==> src/rtl/fetch_sequencer.sv <==
// rtl/fetch_sequencer.sv - three-wide instruction fetch sequencer with redirect and backpressure handling
module fetch_sequencer #(
    parameter logic [31:0] RESET_PC  = 32'h0000_0000,
    parameter int          OCC_WIDTH = 4
) (
    input  logic                 clk,
    input  logic                 reset,
    input  logic                 redirect_valid_i,
    input  logic [31:0]          redirect_pc_i,
    input  logic                 ibuf_ready_i,
    input  logic [OCC_WIDTH-1:0] ibuf_occupancy_i,
    output logic                 imem_req_o,
    output logic [31:0]          imem_addr_o,
    input  logic                 imem_gnt_i,
    input  logic                 imem_rvalid_i,
    input  logic [95:0]          imem_rdata_i,
    output logic [2:0]           fetch_valid_o,
    output logic [31:0]          instruction_o_0,
    output logic [31:0]          instruction_o_1,
    output logic [31:0]          instruction_o_2,
    output logic [31:0]          pc_o_0,
    output logic [31:0]          pc_o_1,
    output logic [31:0]          pc_o_2,
    output logic                 ibuf_flush_o,
    output logic [15:0]          stall_count_o
);

    localparam logic [31:0] NOP = 32'h0000_0013;

    typedef enum logic [1:0] {
        ST_REQ   = 2'd0,
        ST_WAIT  = 2'd1,
        ST_HOLD  = 2'd2,
        ST_DRAIN = 2'd3
    } state_t;

    state_t      r_state;
    state_t      w_next_state;
    logic [31:0] r_fetch_pc;
    logic [31:0] r_grp_pc;
    logic [95:0] r_hold_data;
    logic [15:0] r_stall_count;

    logic        w_req;
    logic        w_grant;
    logic        w_present_rdata;
    logic        w_present_hold;
    logic        w_capture_hold;
    logic        w_fetch_valid;
    logic [95:0] w_out_data;
    logic        w_stall_inc;
    logic        w_unused;

    // Occupancy is monitor-only and redirect targets are word aligned, so these bits are intentionally dropped.
    assign w_unused = ^{ibuf_occupancy_i, redirect_pc_i[1:0]};

    // State register; reset abandons any outstanding request by returning to REQ.
    always_ff @(posedge clk or negedge reset) begin
        if (!reset) begin
            r_state <= ST_REQ;
        end else begin
            r_state <= w_next_state;
        end
    end

    // Next-state and per-cycle action decode; a redirect always overrides delivery and requests.
    always_comb begin
        w_next_state    = r_state;
        w_req           = 1'b0;
        w_grant         = 1'b0;
        w_present_rdata = 1'b0;
        w_present_hold  = 1'b0;
        w_capture_hold  = 1'b0;
        case (r_state)
            ST_REQ: begin
                w_req = ibuf_ready_i && !redirect_valid_i;
                if (w_req && imem_gnt_i) begin
                    w_grant      = 1'b1;
                    w_next_state = ST_WAIT;
                end
            end
            ST_WAIT: begin
                if (redirect_valid_i) begin
                    // A response landing with the redirect is stale and can be dropped immediately.
                    w_next_state = imem_rvalid_i ? ST_REQ : ST_DRAIN;
                end else if (imem_rvalid_i) begin
                    if (ibuf_ready_i) begin
                        w_present_rdata = 1'b1;
                        w_next_state    = ST_REQ;
                    end else begin
                        w_capture_hold = 1'b1;
                        w_next_state   = ST_HOLD;
                    end
                end
            end
            ST_HOLD: begin
                if (redirect_valid_i) begin
                    w_next_state = ST_REQ;
                end else if (ibuf_ready_i) begin
                    w_present_hold = 1'b1;
                    w_next_state   = ST_REQ;
                end
            end
            ST_DRAIN: begin
                if (!redirect_valid_i && imem_rvalid_i) begin
                    w_next_state = ST_REQ;
                end
            end
            default: begin
                w_next_state = ST_REQ;
            end
        endcase
    end

    assign w_stall_inc = ((r_state == ST_REQ) && !ibuf_ready_i && !redirect_valid_i) ||
                         ((r_state == ST_HOLD) && !ibuf_ready_i);

    // Fetch address, group PC and parked response registers.
    always_ff @(posedge clk or negedge reset) begin
        if (!reset) begin
            r_fetch_pc  <= RESET_PC;
            r_grp_pc    <= 32'h0000_0000;
            r_hold_data <= 96'h0;
        end else begin
            if (redirect_valid_i) begin
                r_fetch_pc <= {redirect_pc_i[31:2], 2'b00};
            end else if (w_grant) begin
                r_grp_pc   <= r_fetch_pc;
                r_fetch_pc <= r_fetch_pc + 32'd12;
            end
            if (w_capture_hold) begin
                r_hold_data <= imem_rdata_i;
            end
        end
    end

    // Saturating backpressure counter; only reset clears it, redirects do not.
    always_ff @(posedge clk or negedge reset) begin
        if (!reset) begin
            r_stall_count <= 16'h0000;
        end else if (w_stall_inc && (r_stall_count != 16'hFFFF)) begin
            r_stall_count <= r_stall_count + 16'd1;
        end
    end

    assign w_fetch_valid = w_present_rdata || w_present_hold;
    assign w_out_data    = w_present_hold ? r_hold_data : imem_rdata_i;

    assign imem_req_o      = w_req && reset;
    assign imem_addr_o     = r_fetch_pc;
    assign ibuf_flush_o    = redirect_valid_i;
    assign stall_count_o   = r_stall_count;
    assign fetch_valid_o   = w_fetch_valid ? 3'b111 : 3'b000;
    assign instruction_o_0 = w_fetch_valid ? w_out_data[31:0]  : NOP;
    assign instruction_o_1 = w_fetch_valid ? w_out_data[63:32] : NOP;
    assign instruction_o_2 = w_fetch_valid ? w_out_data[95:64] : NOP;
    assign pc_o_0          = w_fetch_valid ? r_grp_pc          : 32'h0000_0000;
    assign pc_o_1          = w_fetch_valid ? r_grp_pc + 32'd4  : 32'h0000_0000;
    assign pc_o_2          = w_fetch_valid ? r_grp_pc + 32'd8  : 32'h0000_0000;

endmodule

==> config.mk <==
export PLATFORM = sky130hd
export DESIGN_NAME = fetch_sequencer
export DESIGN_NICKNAME = d
export VERILOG_FILES = /design/src/rtl/fetch_sequencer.sv
export SDC_FILE = /design/constraint.sdc
export NUM_CORES = 1
export LEC_CHECK = 0
export ABC_AREA = 1
export CAP_MARGIN = 10
export CORE_ASPECT_RATIO = 0.7
export CORE_MARGIN = 5
export CORE_UTILIZATION = 42
export DETAILED_ROUTE_END_ITERATION = 7
export HOLD_SLACK_MARGIN = 0.1
export PLACE_DENSITY = 0.75
export SYNTH_ARGS = -nofsm -noshare
export SYNTH_HDL_FRONTEND = slang
export SYNTH_SLANG_ARGS = --single-unit
export TNS_END_PERCENT = 1
==> constraint.sdc <==
create_clock -name clk -period 2.55 [get_ports clk]
set_input_delay 0.255 -clock clk [delete_from_list [all_inputs] [get_ports clk]]
set_output_delay 0.255 -clock clk [all_outputs]
set_load 0.02 [all_outputs]
==> metrics.txt <==
status=finished, violations left; failing checks=negative setup slack; Die X=208.7 microns; clk buf depth=2; initial antenna violation count=1; most common cell after layout, fill and taps aside=nand2_1; CP Capture Type=output port; r2r endpoint=imem_addr_o[22]$_DFFE_PN0P_; setup ws final=-0.004467 ns; Final setup viols=1; Slew Limit Fails=0; Post-Syn Instances=1,555; Final ANT Viol Nets=0; clk root buf=clkbuf_16; post-DR wirelength/cell=around 17 microns; Unique masters post-synth=34; fmax=between 300 and 400 MHz; Slew headroom=between 40% and 50%; Crit Path Max Fanout=4; Mean Syn Cell Area=7.465 sq um; die height=149.1 microns; peak supply drop=0.0005534 V; Worst Skew=0.01020 ns; final hold vios=0; nets@finish=2,079; first-pass GRT wire length=62.77 mm; Pleak=~8.4 nW; vias in the first global route=11,380; drt drc=0; critical path arrival=2.30 ns; Hold WS=0.1899 ns; Power Dens Cells=743.9 nW/um^2; IO Pins=383; EDFF count, synth=0; slowest CP cell=dfrtp_1; clock-pin slew on the worst setup and hold paths=roughly 0.07 ns; Global Route Usage Sum=25.14%; CTS Sinks=174; Ys Warns=0; total number of vias=11,610; Layout Cell Area excl Fill=16,390 sq um; Hold Path Class=input pin to async pin; CTS Buf Count=17; share of cells above drive strength 1=18.00%; Core ar.=26,960 sq um; R2R Setup Slk=0.62 ns; Critical Path Source Type=flop; #FFs+latches synth=about 170; kind of critical path=flop to output port; final cell count without fillers=roughly 2,300; Setup Buffers After CTS=0; die area=31,120 sq um; CTS tree=built; Cells after DPL=~2,300; Register-to-Register Path Depth=8; ys flop type=dfrtp_1; Initial DRC Count=828; GRT overflow=0; hpwl dp=31.35 mm; placed inst area=15,980 sq um; register area share after synthesis=between 30% and 40%; Setup TNS=-0.004467 ns; Final period util=100.2%; first-pass iteration count of the detailed router=5; CP cell instances=ha_2 -> nand2_1 -> nor2_4 -> nand2_1 -> buf_4 -> nor2_1 -> xor2_1 -> nor2_1 -> dlygate4sd2_1; largest net degree at the start of global routing=106; Worst-Margin Slew=approximately 0.9 ns; WP data required=roughly 2.3 ns; CP peak stage delay=0.43 ns; Post-synth ARST share=100.0%; Rows=50; PortBufs=368; fill cell count=2,446; most frequent cells in the layout=nand2_1, inv_1, nor2_1; Syn Std Cell Area=11,610 sq um; Post-Route WL=40.14 mm; H-tree levels=4; RSZ-0062 raised after global routing=true; minimum clock period=2.554 ns; area grow syn2layout=41.23%; Initial Utilization=between 40% and 50%; Vias/cell=~5; max-cap violation count=0; FF-to-FF Start=imem_addr_o[3]$_DFFE_PN0P_; Final GP Congestion=0.9429; clk_lat worst skew=roughly 0.43 ns
==> per-layer routing <==
layer,global-route usage (%),wire [microns],up-vias
met5,0,0,-
met3,5.150,2973,51
li1,-,-,5621
met4,7.336,901,0
met2,38.16,17630,446
met1,36.46,18640,5496
==> state kept, by name, indices dropped and copies added, names as in the netlist <==
name           flops
r_hold_data       96
imem_addr_o       30
r_grp_pc          30
stall_count_o     16
r_state            2
==> cells in the mapped netlist, drive strengths merged, types with 2 or more instances <==
master   number  area (sq um)
clkbuf       12         45.04
dfrtp       174          4354
a21oi        26         130.1
o21bai        5         37.54
nand2       447          1680
xnor2         6         52.55
nor3         17         85.08
nand4         5         31.28
xor2         24         210.2
o211ai        4         30.03
buf          62         402.9
nor2        205         774.5
a2bb2oi       2         17.52
a31oi         2         12.51
inv         224         840.8
o21ai        73         369.1
o221ai        3         26.28
mux2        183          2061
ha            4         50.05
nand3        72         365.3
==> where the power goes <==
group	internal [mW]	switching (mW)	leakage [nW]
clock network	1.49	1.27	0.296
registers	3.89	0.998	2.12
logic	2.06	2.49	5.95
total	7.44	4.76	8.37
==> metrics by stage <==
stage | util (%) | setup WS (ns) | total power [mW]
after floorplan | - | 0.5261 | 7.295
after global placement | 59.28 | -0.2048 | 9.328
after detailed placement | 59.28 | -0.1923 | 9.529
after CTS | 61.40 | -0.2218 | 12.21
after global routing | 60.80 | -0.1644 | 12.96
final | 60.80 | -0.004467 | 12.20
==> cell type report <==
| class | instances | area, sq um | share of cell area [%] |
|---|---|---|---|
| timing repair buffer | 430 | 3999 | 24.39 |
| multi-input combinational | 1090 | 6123 | 37.35 |
| clock buffer | 17 | 425.4 | 2.595 |
| antenna | 1 | 2.502 | 0.01526 |
| tap | 364 | 455.4 | 2.778 |
| inverter | 224 | 840.8 | 5.129 |
| clock inverter | 15 | 177.7 | 1.084 |
| sequential | 174 | 4370 | 26.66 |
==> logic make-up (layout without fill, tap and decap cells) <==
kind of cell	Yosys count	after routing	share of synthesized area, %
adder cells (fa/ha/maj)	4	4	0.4311
AO/OA/AOI/OAI	117	117	5.497
XOR/XNOR	30	30	2.263
buffers and inverters	298	686	11.10
AND/OR/NAND/NOR	748	748	25.42
other	1	9	0.03230
flip-flops	174	174	37.51
multiplexers	183	183	17.75
==> worst max path at each step <==
stage / startpoint / endpoint / slack, ns
after floorplan: r_grp_pc[2]$_DFFE_PN0P_ / pc_o_1[16] / 0.53
after global placement: imem_rvalid_i / pc_o_1[7] / -0.20
after detailed placement: imem_rvalid_i / pc_o_1[7] / -0.19
after CTS: r_state[0]$_DFFE_PN0P_ / instruction_o_2[17] / -0.22
after global routing: r_grp_pc[3]$_DFFE_PN0P_ / pc_o_2[17] / -0.16
final: r_grp_pc[3]$_DFFE_PN0P_ / pc_o_2[17] / -0.004
==> critical path: cells and delay by family, from the launching register on <==
family	cells	cell delay, ns
AND/OR/NAND/NOR	5	0.56
buffers and inverters	2	0.48
flip-flops	1	0.43
adder cells (fa/ha/maj)	1	0.22
XOR/XNOR	1	0.17
==> what timing repair did <==
action / 4_1_cts / 5_1_grt
hold buffers: 1 / 0
gates resized for setup: 305 / 158
endpoints found under the setup margin: 183 / 179
pin swaps: 1 / 1
hold endpoints to repair: 107 / 0
Note: power is estimated with default switching activity, not from simulation.
